## config.mk

```make
export PLATFORM = sky130hd
export DESIGN_NAME = lifo_stack
export DESIGN_NICKNAME = d
export VERILOG_FILES = /design/src/rtl/lifo_pkg.sv /design/src/rtl/lifo_mem.sv /design/src/rtl/lifo_stack.sv
export SDC_FILE = /design/constraint.sdc
export NUM_CORES = 1
export LEC_CHECK = 0
export ABC_AREA = 1
export CORE_AREA = 2 2 152 117
export CTS_CLUSTER_DIAMETER = 50
export CTS_CLUSTER_SIZE = 25
export DETAILED_ROUTE_END_ITERATION = 6
export DIE_AREA = 0 0 154 119
export HOLD_SLACK_MARGIN = 0.15
export SYNTH_ARGS = -nofsm -noshare
export SYNTH_HDL_FRONTEND = slang
export SYNTH_SLANG_ARGS = --single-unit
```

## constraint.sdc

```tcl
create_clock -name clk -period 4.6 [get_ports clk]
set_input_delay 0.92 -clock clk [delete_from_list [all_inputs] [get_ports clk]]
set_output_delay 0.92 -clock clk [all_outputs]
set_load 0.1 [all_outputs]
```

## src/rtl/lifo_pkg.sv

```systemverilog
// Shared types and constants for the LIFO stack and its storage array.
package lifo_pkg;

    localparam int LIFO_DATA_W = 8;
    localparam int LIFO_DEPTH  = 16;

    typedef logic [1:0] region_t;

    localparam region_t REGION_EMPTY   = 2'd0;
    localparam region_t REGION_PARTIAL = 2'd1;
    localparam region_t REGION_FULL    = 2'd2;

    // Selects which register drives the data output.
    typedef enum logic [1:0] {
        SRC_RESET = 2'd0,
        SRC_MEM   = 2'd1,
        SRC_BYP   = 2'd2
    } dout_src_e;

    function automatic int cnt_w(input int depth);
        return $clog2(depth + 1);
    endfunction

endpackage

```

## src/rtl/lifo_mem.sv

```systemverilog
// DEPTH x DATA_W register array with synchronous write and synchronous read.
module lifo_mem
    import lifo_pkg::*;
#(
    parameter int DATA_W = LIFO_DATA_W,
    parameter int DEPTH  = LIFO_DEPTH,
    parameter int AW     = $clog2(DEPTH)
) (
    input  logic              clk,
    input  logic              we_i,
    input  logic [AW-1:0]     waddr_i,
    input  logic [DATA_W-1:0] wdata_i,
    input  logic              re_i,
    input  logic [AW-1:0]     raddr_i,
    output logic [DATA_W-1:0] rdata_o
);

    logic [DATA_W-1:0] mem_q [DEPTH];
    logic [DATA_W-1:0] rdata_q;

    // NOTE: storage has no reset; the owner tracks validity through its count,
    // and leaving the array unreset lets it map onto plain flops or RAM.
    // A read and a write to the same address on one edge return the old word.
    always_ff @(posedge clk) begin
        if (we_i) begin
            mem_q[waddr_i] <= wdata_i;
        end
        if (re_i) begin
            rdata_q <= mem_q[raddr_i];
        end
    end

    assign rdata_o = rdata_q;

endmodule

```

## src/rtl/lifo_stack.sv

```systemverilog
// Parametrised LIFO stack with replace-top/bypass on simultaneous push+pop.
// Define LIFO_ERR_FLAG_EN to add sticky OVF/UDF flags and the CLR_ERR input.
module lifo_stack
    import lifo_pkg::*;
#(
    parameter int DATA_W   = LIFO_DATA_W,
    parameter int DEPTH    = LIFO_DEPTH,
    parameter int AF_LEVEL = DEPTH - 2,
    parameter int AE_LEVEL = 2,
    parameter int CW       = cnt_w(DEPTH)
) (
    input  logic              clk,
    input  logic              rst_n,
    input  logic              en_i,
    input  logic              push_i,
    input  logic              pop_i,
    input  logic [DATA_W-1:0] din_i,
    output logic [DATA_W-1:0] dout_o,
    output logic              dout_valid_o,
    output logic [CW-1:0]     count_o,
    output logic              empty_o,
    output logic              full_o,
    output logic              almost_full_o,
    output logic              almost_empty_o
`ifdef LIFO_ERR_FLAG_EN
    ,
    input  logic              clr_err_i,
    output logic              ovf_o,
    output logic              udf_o
`endif
);

    localparam int          AW       = $clog2(DEPTH);
    localparam logic [CW-1:0] DEPTH_C = CW'(DEPTH);
    localparam logic [CW-1:0] AF_C    = CW'(AF_LEVEL);
    localparam logic [CW-1:0] AE_C    = CW'(AE_LEVEL);

    logic [CW-1:0]     count_q, count_d;
    dout_src_e         src_q, src_d;
    logic [DATA_W-1:0] byp_q;
    logic              dout_valid_q;
    region_t           region;

    logic              do_push, do_pop, do_repl, do_byp;
    logic              mem_we, mem_re;
    logic [AW-1:0]     mem_waddr, mem_raddr;
    logic [DATA_W-1:0] mem_rdata;
    logic [CW-1:0]     top_idx;

    always_comb begin
        if (count_q == '0) begin
            region = REGION_EMPTY;
        end else if (count_q == DEPTH_C) begin
            region = REGION_FULL;
        end else begin
            region = REGION_PARTIAL;
        end
    end

    assign empty_o        = (region == REGION_EMPTY);
    assign full_o         = (region == REGION_FULL);
    assign almost_full_o  = (count_q >= AF_C);
    assign almost_empty_o = (count_q <= AE_C);
    assign count_o        = count_q;

    assign do_push = en_i &  push_i & ~pop_i  & ~full_o;
    assign do_pop  = en_i & ~push_i &  pop_i  & ~empty_o;
    assign do_repl = en_i &  push_i &  pop_i  & ~empty_o;
    assign do_byp  = en_i &  push_i &  pop_i  &  empty_o;

    // top_idx wraps when empty but is only consumed on non-empty operations.
    assign top_idx   = count_q - CW'(1);
    assign mem_we    = do_push | do_repl;
    assign mem_re    = do_pop | do_repl;
    assign mem_waddr = do_push ? count_q[AW-1:0] : top_idx[AW-1:0];
    assign mem_raddr = top_idx[AW-1:0];

    // NOTE: combinational next-state uses blocking '=' with a default first so
    // no latch is inferred; the registers below use non-blocking '<='.
    always_comb begin
        count_d = count_q;
        src_d   = src_q;
        if (do_push) begin
            count_d = count_q + CW'(1);
        end else if (do_pop) begin
            count_d = count_q - CW'(1);
        end
        if (mem_re) begin
            src_d = SRC_MEM;
        end else if (do_byp) begin
            src_d = SRC_BYP;
        end
    end

    always_ff @(posedge clk or negedge rst_n) begin
        if (!rst_n) begin
            count_q      <= '0;
            src_q        <= SRC_RESET;
            byp_q        <= '0;
            dout_valid_q <= 1'b0;
        end else begin
            count_q      <= count_d;
            src_q        <= src_d;
            dout_valid_q <= mem_re | do_byp;
            if (do_byp) begin
                byp_q <= din_i;
            end
        end
    end

    // The read register lives in the memory; reset forces the visible output
    // to zero by selecting the reset source instead.
    always_comb begin
        dout_o = '0;
        unique case (src_q)
            SRC_MEM: dout_o = mem_rdata;
            SRC_BYP: dout_o = byp_q;
            default: dout_o = '0;
        endcase
    end

    assign dout_valid_o = dout_valid_q;

`ifdef LIFO_ERR_FLAG_EN
    logic ovf_q, udf_q;
    logic ovf_set, udf_set;

    assign ovf_set = en_i &  push_i & ~pop_i & full_o;
    assign udf_set = en_i & ~push_i &  pop_i & empty_o;

    // A set event on the same edge as CLR_ERR keeps the flag high.
    always_ff @(posedge clk or negedge rst_n) begin
        if (!rst_n) begin
            ovf_q <= 1'b0;
            udf_q <= 1'b0;
        end else begin
            ovf_q <= ovf_set | (ovf_q & ~clr_err_i);
            udf_q <= udf_set | (udf_q & ~clr_err_i);
        end
    end

    assign ovf_o = ovf_q;
    assign udf_o = udf_q;
`endif

    lifo_mem #(
        .DATA_W (DATA_W),
        .DEPTH  (DEPTH),
        .AW     (AW)
    ) u_mem (
        .clk     (clk),
        .we_i    (mem_we),
        .waddr_i (mem_waddr),
        .wdata_i (din_i),
        .re_i    (mem_re),
        .raddr_i (mem_raddr),
        .rdata_o (mem_rdata)
    );

endmodule

```

==> Word-level counts from Yosys, hierarchy flattened <==
Memory sizes are Yosys's and may differ from the RTL's. A register that Yosys moved wholly into a read port is not among the register bits.
Index checks and enable logic that the tools add are counted.
{ "op_classes": {"addsub": 2, "magnitude_cmp": 2, "eq_ne": 4, "mux": 10, "n_bitwise": 16, "n_reduce_logical": 4} }
{ "op_table": {"columns": ["cell", "n"], "rows": [
  ["$pmux 8 s2", 1],
  ["$mux 5", 2],
  ["$and 1x1->1", 9],
  ["$mux 2", 4],
  ["$add 5x1->5 const B", 1],
  ["$eq 5x5->1 const B", 1],
  ["$ge 5x4->1 const B", 1],
  ["$le 5x2->1 const B", 1],
  ["$logic_not 5->1", 1],
  ["$sub 5x1->5 const B", 1],
  ["$eq 2x2->1 const B", 2],
  ["$mux 4", 1],
  ["$not 1->1", 4],
  ["$reduce_bool 2->1", 2],
  ["$or 1x1->1", 3],
  ["$eq 2x1->1 const B", 1],
  ["$logic_not 2->1", 1],
  ["$mux 1", 2]
]} }
{ "totals": {"register_bits": 16, "ram_bits": 128, "inputBits": 13, "elab_cells": 43, "n_memories": 1} }
{ "mem_list": {"columns": ["memory", "words", "word_bits", "read_ports", "rd_clocked_by_memory_dff", "write_ports", "line", "source"], "rows": [
  ["u_mem.mem_q", 16, 8, 1, 1, 1, "lifo_mem.sv:18", "logic [DATA_W-1:0] mem_q [DEPTH];"]
]} }

==> Depth between registers and ports, before layout <==
Gate-level depths: netlist of the first run.
{ "logic_depth": {"depth_word": 9, "depth_mapped": 13} }

==> By module <==
A second synthesis of the first run with hierarchy kept.
{ "hier_totals": {"cells_unflattened": 710, "hier_area_um2": 7019.2} }
{ "modules_own_cells": {"columns": ["module", "instances", "cells_each", "area_per_inst_um2", "seq_area_each_um2"], "rows": [
  ["lifo_mem", 1, 551, 5846.9, 4083.9],
  ["lifo_stack", 1, 159, 1172.4, 400.4]
]} }

==> Worst setup path after synthesis of the first run <==
OpenSTA, ideal clock, no wires.
{ "synth_timing": {"path_kind": "register to output", "from": "register count_q[0], in the netlist count_o[0]", "to": "output almost_empty_o", "arrival_ps": 4212, "t_required_ps": 3680, "path_slack_ps": -532, "stages_incl_launch_ff": 6, "path_buffers": 2, "path_cell_list": "dfrtp_1 buf_4 buf_2 nand2_1 inv_1 nor4_1"} }
{ "synth_between": {"elab_chain_len": 1} }
{ "synth_lines": {"columns": ["element", "line", "source"], "rows": [
  ["from (decl)", "lifo_stack.sv:38", "logic [CW-1:0] count_q, count_d;"],
  ["from (signal assigned)", "lifo_stack.sv:102", "count_q <= count_d;"],
  ["$le 5x2->1", "lifo_stack.sv:63", "assign almost_empty_o = (count_q <= AE_C);"],
  ["to (decl)", "lifo_stack.sv:24", "output logic almost_empty_o"]
]} }
Every way passes these cells.

==> Final worst setup path of the first run <==
{ "layout_timing": {"from": "register src_q[0]", "to": "output dout_o[2]"} }
{ "layout_between": {"elab_chain_len": 2, "word_cells_on_any_way": 3, "classes_between": "eq/ne: 2; mux: 1"} }
{ "layout_lines": {"columns": ["element", "line", "source"], "rows": [
  ["from (decl)", "lifo_stack.sv:39", "dout_src_e src_q, src_d;"],
  ["from (signal assigned)", "lifo_stack.sv:103", "src_q <= src_d;"],
  ["$eq 2x2->1 or $eq 2x1->1 (tied branches)", "lifo_stack.sv:115", "unique case (src_q)"],
  ["$pmux 8 s2 (*)", "lifo_stack.sv:115", null],
  ["to (decl)", "lifo_stack.sv:18", "output logic [DATA_W-1:0] dout_o,"]
]} }
Mark *: on every way between the ends. The rest lies on a longest branch, timed or not.

==> summary.txt, run 1 <==
Run status
  – Status: complete, no violations

Clocking
  – Bufs on Longest Clock Path: 2
  – Clock Pin Slew Worst Setup and Hold Paths: 0.07 ns
  – Post-cts resize count: 0
  – CTS Sinks: 152
  – Num CTS Buffers: 17
  – Post-cts hold buffer count: 0
  – Root Buffer: clkbuf_16
  – TritonCTS clock tree: built
  – Post-CTS setup buffer count: 0
  – Skew-Pair Late Insertion Delay: 0.42 ns
  – # H-tree levels: 4

Critical path
  – Critical Path Source Type: register
  – Critical path peak fanout: 8
  – Register-to-Register Path Depth: 8
  – Critical Path AT: 2.63 ns
  – Req. time, crit path: 3.68 ns
  – Critical path endpoint category: output port
  – Crit path kind: register to output port

Yosys
  – Avg Inst Size Synth: 11.04 um^2
  – Most instantiated cells after synthesis: nor2_1 (147), edfxtp_1 (136), nand2_1 (79)
  – Seq/Total Area, Yosys: 0.6750
  – Cell taking the most area after synthesis: edfxtp_1
  – EDFF count, synth: 136
  – Top FF cell, synth: edfxtp_1
  – Most frequent cell after synthesis: nor2_1
  – Asr flop ratio synth: 0.1053
  – Post-Syn Instances: 602
  – Largest cells by area after synthesis: edfxtp_1 (61%), nor2_1 (8.3%), dfrtp_1 (6.0%)
  – Synth Cell Area: 6644 um^2
  – Register bit total from synthesis: 152
  – Synth top area share: 0.6147
  – Yosys warning total: 0
  – Unique masters post-synth: 30
  – Mapped Nets: 624

STA
  – Final Cycle Share: 0.7724
  – Final setup violation count: 0
  – FMAX: 0.2815 GHz
  – Hold Fails Final Rpt: 0
  – Max-slew violations: 0
  – RSZ-0062 raised after global routing: false
  – Setup TNS: 0 ns
  – Relative slew slack: 0.3487
  – Min cycle time layout: 3.553 ns
  – Skew final: 0.01419 ns
  – Worst-Margin Slew: 0.9739 ns

Die
  – Starting Density: 0.3890
  – I/O pin count: 31
  – Die height: 119 um
  – Total core area: 17,080 um^2
  – DIE WIDTH: 154 um
  – Die area: 18,330 um^2
  – FP Rows: 42

Global routing
  – Total track usage: 0.1718
  – Vias in the first global route: 4,209
  – Initial antenna violation count: 0
  – Remaining global-route overflow: 0
  – Largest net degree at the start of global routing: 66
  – First-pass GRT wire length: 23.47 mm

Final layout
  – Share of layout cells above drive strength 1: 0.09248
  – Layout net count: 647
  – Synth-to-layout area growth: 15.08%
  – Diodes inserted: 0
  – # fillers: 1,551

Detailed routing
  – Final WL: 15.25 mm
  – Routed via count: 4,438
  – # DRC: 0
  – Via/cell ratio: 5.172
  – Number of routed nets with antenna violations: 0
  – 1st-iter DRT viols: 443
  – WL/cell: 17.78 um
  – First-pass DRT Iterations: 5

Place
  – Number of port buffers: 30
  – Routability congestion estimate: 0.9274
  – HPWL after detailed placement: 10.04 mm

Flow run
  – MaxCap Viol Count: 0

Min path
  – Hold path depth: 2
  – Hold crit path type: register to register
==> state kept, by name (all words and copies together), names as in the netlist <==
register,cells
dout_valid_o,1
u_mem.mem_q,128
byp_q,8
count_o,5
src_q,2
u_mem.rdata_o,8
==> cell type report <==
class / instances / area [um^2] / area share
multi-input combinational: 400 / 1919 / 0.2510
inverter: 20 / 77.57 / 0.01015
tap: 220 / 275.3 / 0.03600
timing repair buffer: 34 / 322.8 / 0.04222
sequential: 152 / 4486 / 0.5866
clock inverter: 15 / 140.1 / 0.01833
clock buffer: 17 / 425.4 / 0.05564
==> placed cells by master, fill, tap and decap left out, types with 4 or more instances in the layout <==
cell | synthesis | final
nor2_1 | 147 | 147
clkdlybuf4s50_1 | 0 | 27
dfrtp_1 | 16 | 15
nand3_2 | 4 | 4
nand2_1 | 79 | 79
clkbuf_16 | 0 | 17
inv_6 | 0 | 6
a21oi_1 | 8 | 8
ha_1 | 9 | 9
inv_1 | 17 | 17
buf_4 | 3 | 7
o21ai_0 | 73 | 72
nand3_1 | 61 | 61
clkinvlp_4 | 0 | 4
nand2_2 | 5 | 5
edfxtp_1 | 136 | 136
==> worst max-delay path, stage by stage (launching register included) <==
cell and delay (ns):
dfrtp_1 0.38, inv_1 0.09, ha_1 0.31, nand2_1 0.10
a21oi_1 0.16, clkdlybuf4s50_1 1.16
==> worst paths after layout <==
path                            slack, ns  startpoint                end
worst max-delay path                 1.05    src_q[0]          dout_o[2]
worst min-delay path                 0.48    byp_q[5]           byp_q[5]
worst max register to register       1.63  count_o[0]  u_mem.mem_q[7][1]
worst min register to register       0.48    byp_q[5]           byp_q[5]
max in group asynchronous            3.08       rst_n         count_o[0]
min in group asynchronous            0.96       rst_n       dout_valid_o
==> per-stage QoR <==
stage	hold slack (ns)	instance area, um^2	instances	setup WS [ns]	utilization
after detailed placement	0.4683	7081	826	1.200	0.4146
after global placement	0.4707	7081	826	1.274	0.4146
final	0.4848	7646	858	1.047	0.4477
after global routing	0.5010	7646	858	0.8970	0.4477
after floorplan	0.4487	6650	602	0.5259	-
after CTS	0.4868	7646	858	1.018	0.4477
==> layer usage <==
metal  share of wire  track usage  up-vias
met1            0.50       0.2641     2131
li1                -            -     2125
met3           0.064      0.04294       23
met4           0.015      0.05023        0
met2            0.42       0.2393      159
met5               0            0        -
==> cell families (layout without fill, tap and decap cells) <==
| logic type | after synthesis | in the layout | share of synthesized area |
|---|---|---|---|
| AO/OA/AOI/OAI | 86 | 86 | 0.06779 |
| AND/OR/NAND/NOR | 302 | 302 | 0.1964 |
| XOR/XNOR | 3 | 3 | 0.006781 |
| flip-flops | 152 | 152 | 0.6750 |
| buffers and inverters | 50 | 86 | 0.03710 |
| adder cells (fa/ha/maj) | 9 | 9 | 0.01695 |
Power of run 1 is left out: the tool's default activity adds up to more than one toggle a clock period on the data nets, which glitch-free logic cannot reach.
==> run 2, diff against run 1 <==
==> constraint.sdc (replaced) <==
create_clock -name clk -period 3.17 [get_ports clk]
set_input_delay 0.634 -clock clk [delete_from_list [all_inputs] [get_ports clk]]
set_output_delay 0.634 -clock clk [all_outputs]
set_load 0.1 [all_outputs]
==> run 2 against run 1 <==
Against the previous run: non-clock buffer count up 22; via count up 2.3%; clock-buffer cell count unchanged; die area unchanged; first-iteration DRC count down 4.3%; wire length up 5.9%; utilization up 1.2 points; flip-flop and latch count unchanged; highest routed layer unchanged.
==> summary.txt, run 2 (synthesis gave the netlist of run 1 again) <==
Clocking
  – TritonCTS clock tree: built
  – CTS Sinks: 152
  – Clock Pin Slew Worst Setup and Hold Paths: 0.07 ns
  – Root Buffer: clkbuf_16
  – Post-CTS setup buffer count: 0
  – Bufs on Longest Clock Path: 2
  – Num CTS Buffers: 17
  – Skew-Pair Late Insertion Delay: 0.42 ns
  – Post-cts resize count: 0
  – Post-cts hold buffer count: 0
  – # H-tree levels: 4

Final layout
  – Most flops, register: u_mem.mem_q
  – Commonest non-fill, non-tap cells in the layout: nor2_1 (147), edfxtp_1 (136), nand2_1 (79), o21ai_0 (72), nand3_1 (61)
  – Diodes inserted: 0
  – Layout net count: 669
  – Post-layout util: 0.4601
  – Max FFs per register: 128
  – Final std cells w/o fill: 880
  – # fillers: 1,534
  – Share of layout cells above drive strength 1: 0.1500
  – Synth-to-layout area growth: 18.29%
  – Most common cell after layout, fill and taps aside: nor2_1
  – Fin area: 7859 um^2

Die
  – I/O pin count: 31
  – Starting Density: 0.3890
  – Die area: 18,330 um^2
  – Die height: 119 um
  – DIE WIDTH: 154 um
  – FP Rows: 42
  – Total core area: 17,080 um^2

STA
  – Setup TNS: 0 ns
  – Final Cycle Share: 0.8574
  – RSZ-0062 raised after global routing: false
  – Max-slew violations: 0
  – FMAX: 0.3679 GHz
  – Min cycle time layout: 2.718 ns
  – Skew final: 0.01244 ns
  – Worst-Margin Slew: 0.9223 ns
  – Hold Fails Final Rpt: 0
  – Relative slew slack: 0.3832
  – Final setup violation count: 0

Power and ir drop
  – LEAKAGE: 2.952 nW
  – Worst VDD drop: 0.6281 mV
  – Pwr Total: 8.930 mW
  – Comb power frac: 0.476
  – Clock share of power: 0.227
  – Sequential share of power: 0.297
  – Switching pwr: 4.113 mW
  – Sw frac: 0.4606
  – Power Density: 1136 nW/um^2
  – Internal power: 4.817 mW

Global routing
  – Total track usage: 0.1831
  – First-pass GRT wire length: 24.84 mm
  – Remaining global-route overflow: 0
  – Largest net degree at the start of global routing: 73
  – Initial antenna violation count: 0
  – Vias in the first global route: 4,482

Place
  – HPWL after detailed placement: 10.68 mm
  – Number of port buffers: 30
  – Placed cell area: 7267 um^2
  – Routability congestion estimate: 0.9112
  – Placed insts: 848

Detailed routing
  – WL/cell: 18.36 um
  – Via/cell ratio: 5.161
  – First-pass DRT Iterations: 5
  – # DRC: 0
  – 1st-iter DRT viols: 424
  – Routed via count: 4,542
  – Number of routed nets with antenna violations: 0
  – Final WL: 16.16 mm

Critical path
  – CP max-delay cell: buf_4
  – Critical path's largest stage delay: 0.51 ns
  – Critical Path AT: 2.08 ns
  – Req. time, crit path: 2.54 ns
  – Critical path peak fanout: 72
  – Crit path kind: register to output port
  – CP Cell Sequence: inv_2, buf_4, ha_1, nor2_1, o21ai_4, buf_12
  – Critical path endpoint category: output port
  – Critical Path Source Type: register

Min path
  – Hold crit path type: register to register

Flow run
  – MaxCap Viol Count: 0

Run status
  – Status: complete, no violations
## run 2: cell count changes in the layout (fill, tap and decap cells not counted), sizes merged
cell           delta
buf              +37
clkdlybuf4s50    -15
clkinvlp          -2
bufinv            +1
clkinv            +1
## run 2: metrics by stage
| stage | hold slack, ns | setup WS, ns |
|---|---|---|
| finish | 0.4875 | 0.4521 |
| global route | 0.5174 | 0.3323 |
| CTS | 0.4868 | 0.4319 |
| detailed placement | 0.4674 | 0.3721 |
| global placement | 0.4685 | 0.3941 |
| floorplan | 0.3384 | -0.003049 |
## run 2: cell type report
cell class                      count  area [um^2]  share of cell area
Tap cell                          220        275.3             0.03503
Clock inverter                     15        166.4             0.02118
Timing Repair Buffer               56        488.0             0.06209
Multi-Input combinational cell    400         1939              0.2468
Inverter                           20        77.57            0.009871
Sequential cell                   152         4487              0.5709
Clock buffer                       17        425.4             0.05413
## run 2: per-layer routing
metal | wire (um) | track usage | up-vias
met3 | 1353 | 0.05204 | 24
met4 | 261 | 0.05374 | 0
met1 | 7339 | 0.2593 | 2185
met2 | 7205 | 0.2758 | 169
li1 | - | - | 2164
met5 | 0 | 0 | -
## run 2: power by group through the flow
stage	clock, mW	combinational (mW)	sequential (mW)
2_1_floorplan	0	2.94	2.85
3_3_place_gp	0	4.16	2.69
3_5_place_dp	0	4.21	2.70
4_1_cts	2.05	4.22	2.66
5_1_grt	2.14	4.64	2.68
6_report	2.02	4.25	2.66
## run 2: final timing paths
check	start	endpoint	depth (start not counted)	slack [ns]
min reg2reg	byp_q[1]	byp_q[1]	2	0.49
min	byp_q[1]	byp_q[1]	2	0.49
min in group asynchronous	rst_n	byp_q[1]	1	0.63
max reg2reg	count_o[1]	u_mem.mem_q[14][7]	8	0.55
max in group asynchronous	rst_n	count_o[1]	1	2.05
max	count_o[0]	almost_full_o	6	0.45
## run 2: worst max-delay path, delay by kind of cell, from the launching register on
| family | cells | cell delay, ns |
|---|---|---|
| DFF | 1 | 0.41 |
| adders and majority gates | 1 | 0.24 |
| AOI/OAI and AO/OA | 1 | 0.15 |
| buffers and inverters | 3 | 0.80 |
| and+or+nand+nor | 1 | 0.06 |
Power figures use the tool's default switching activity.
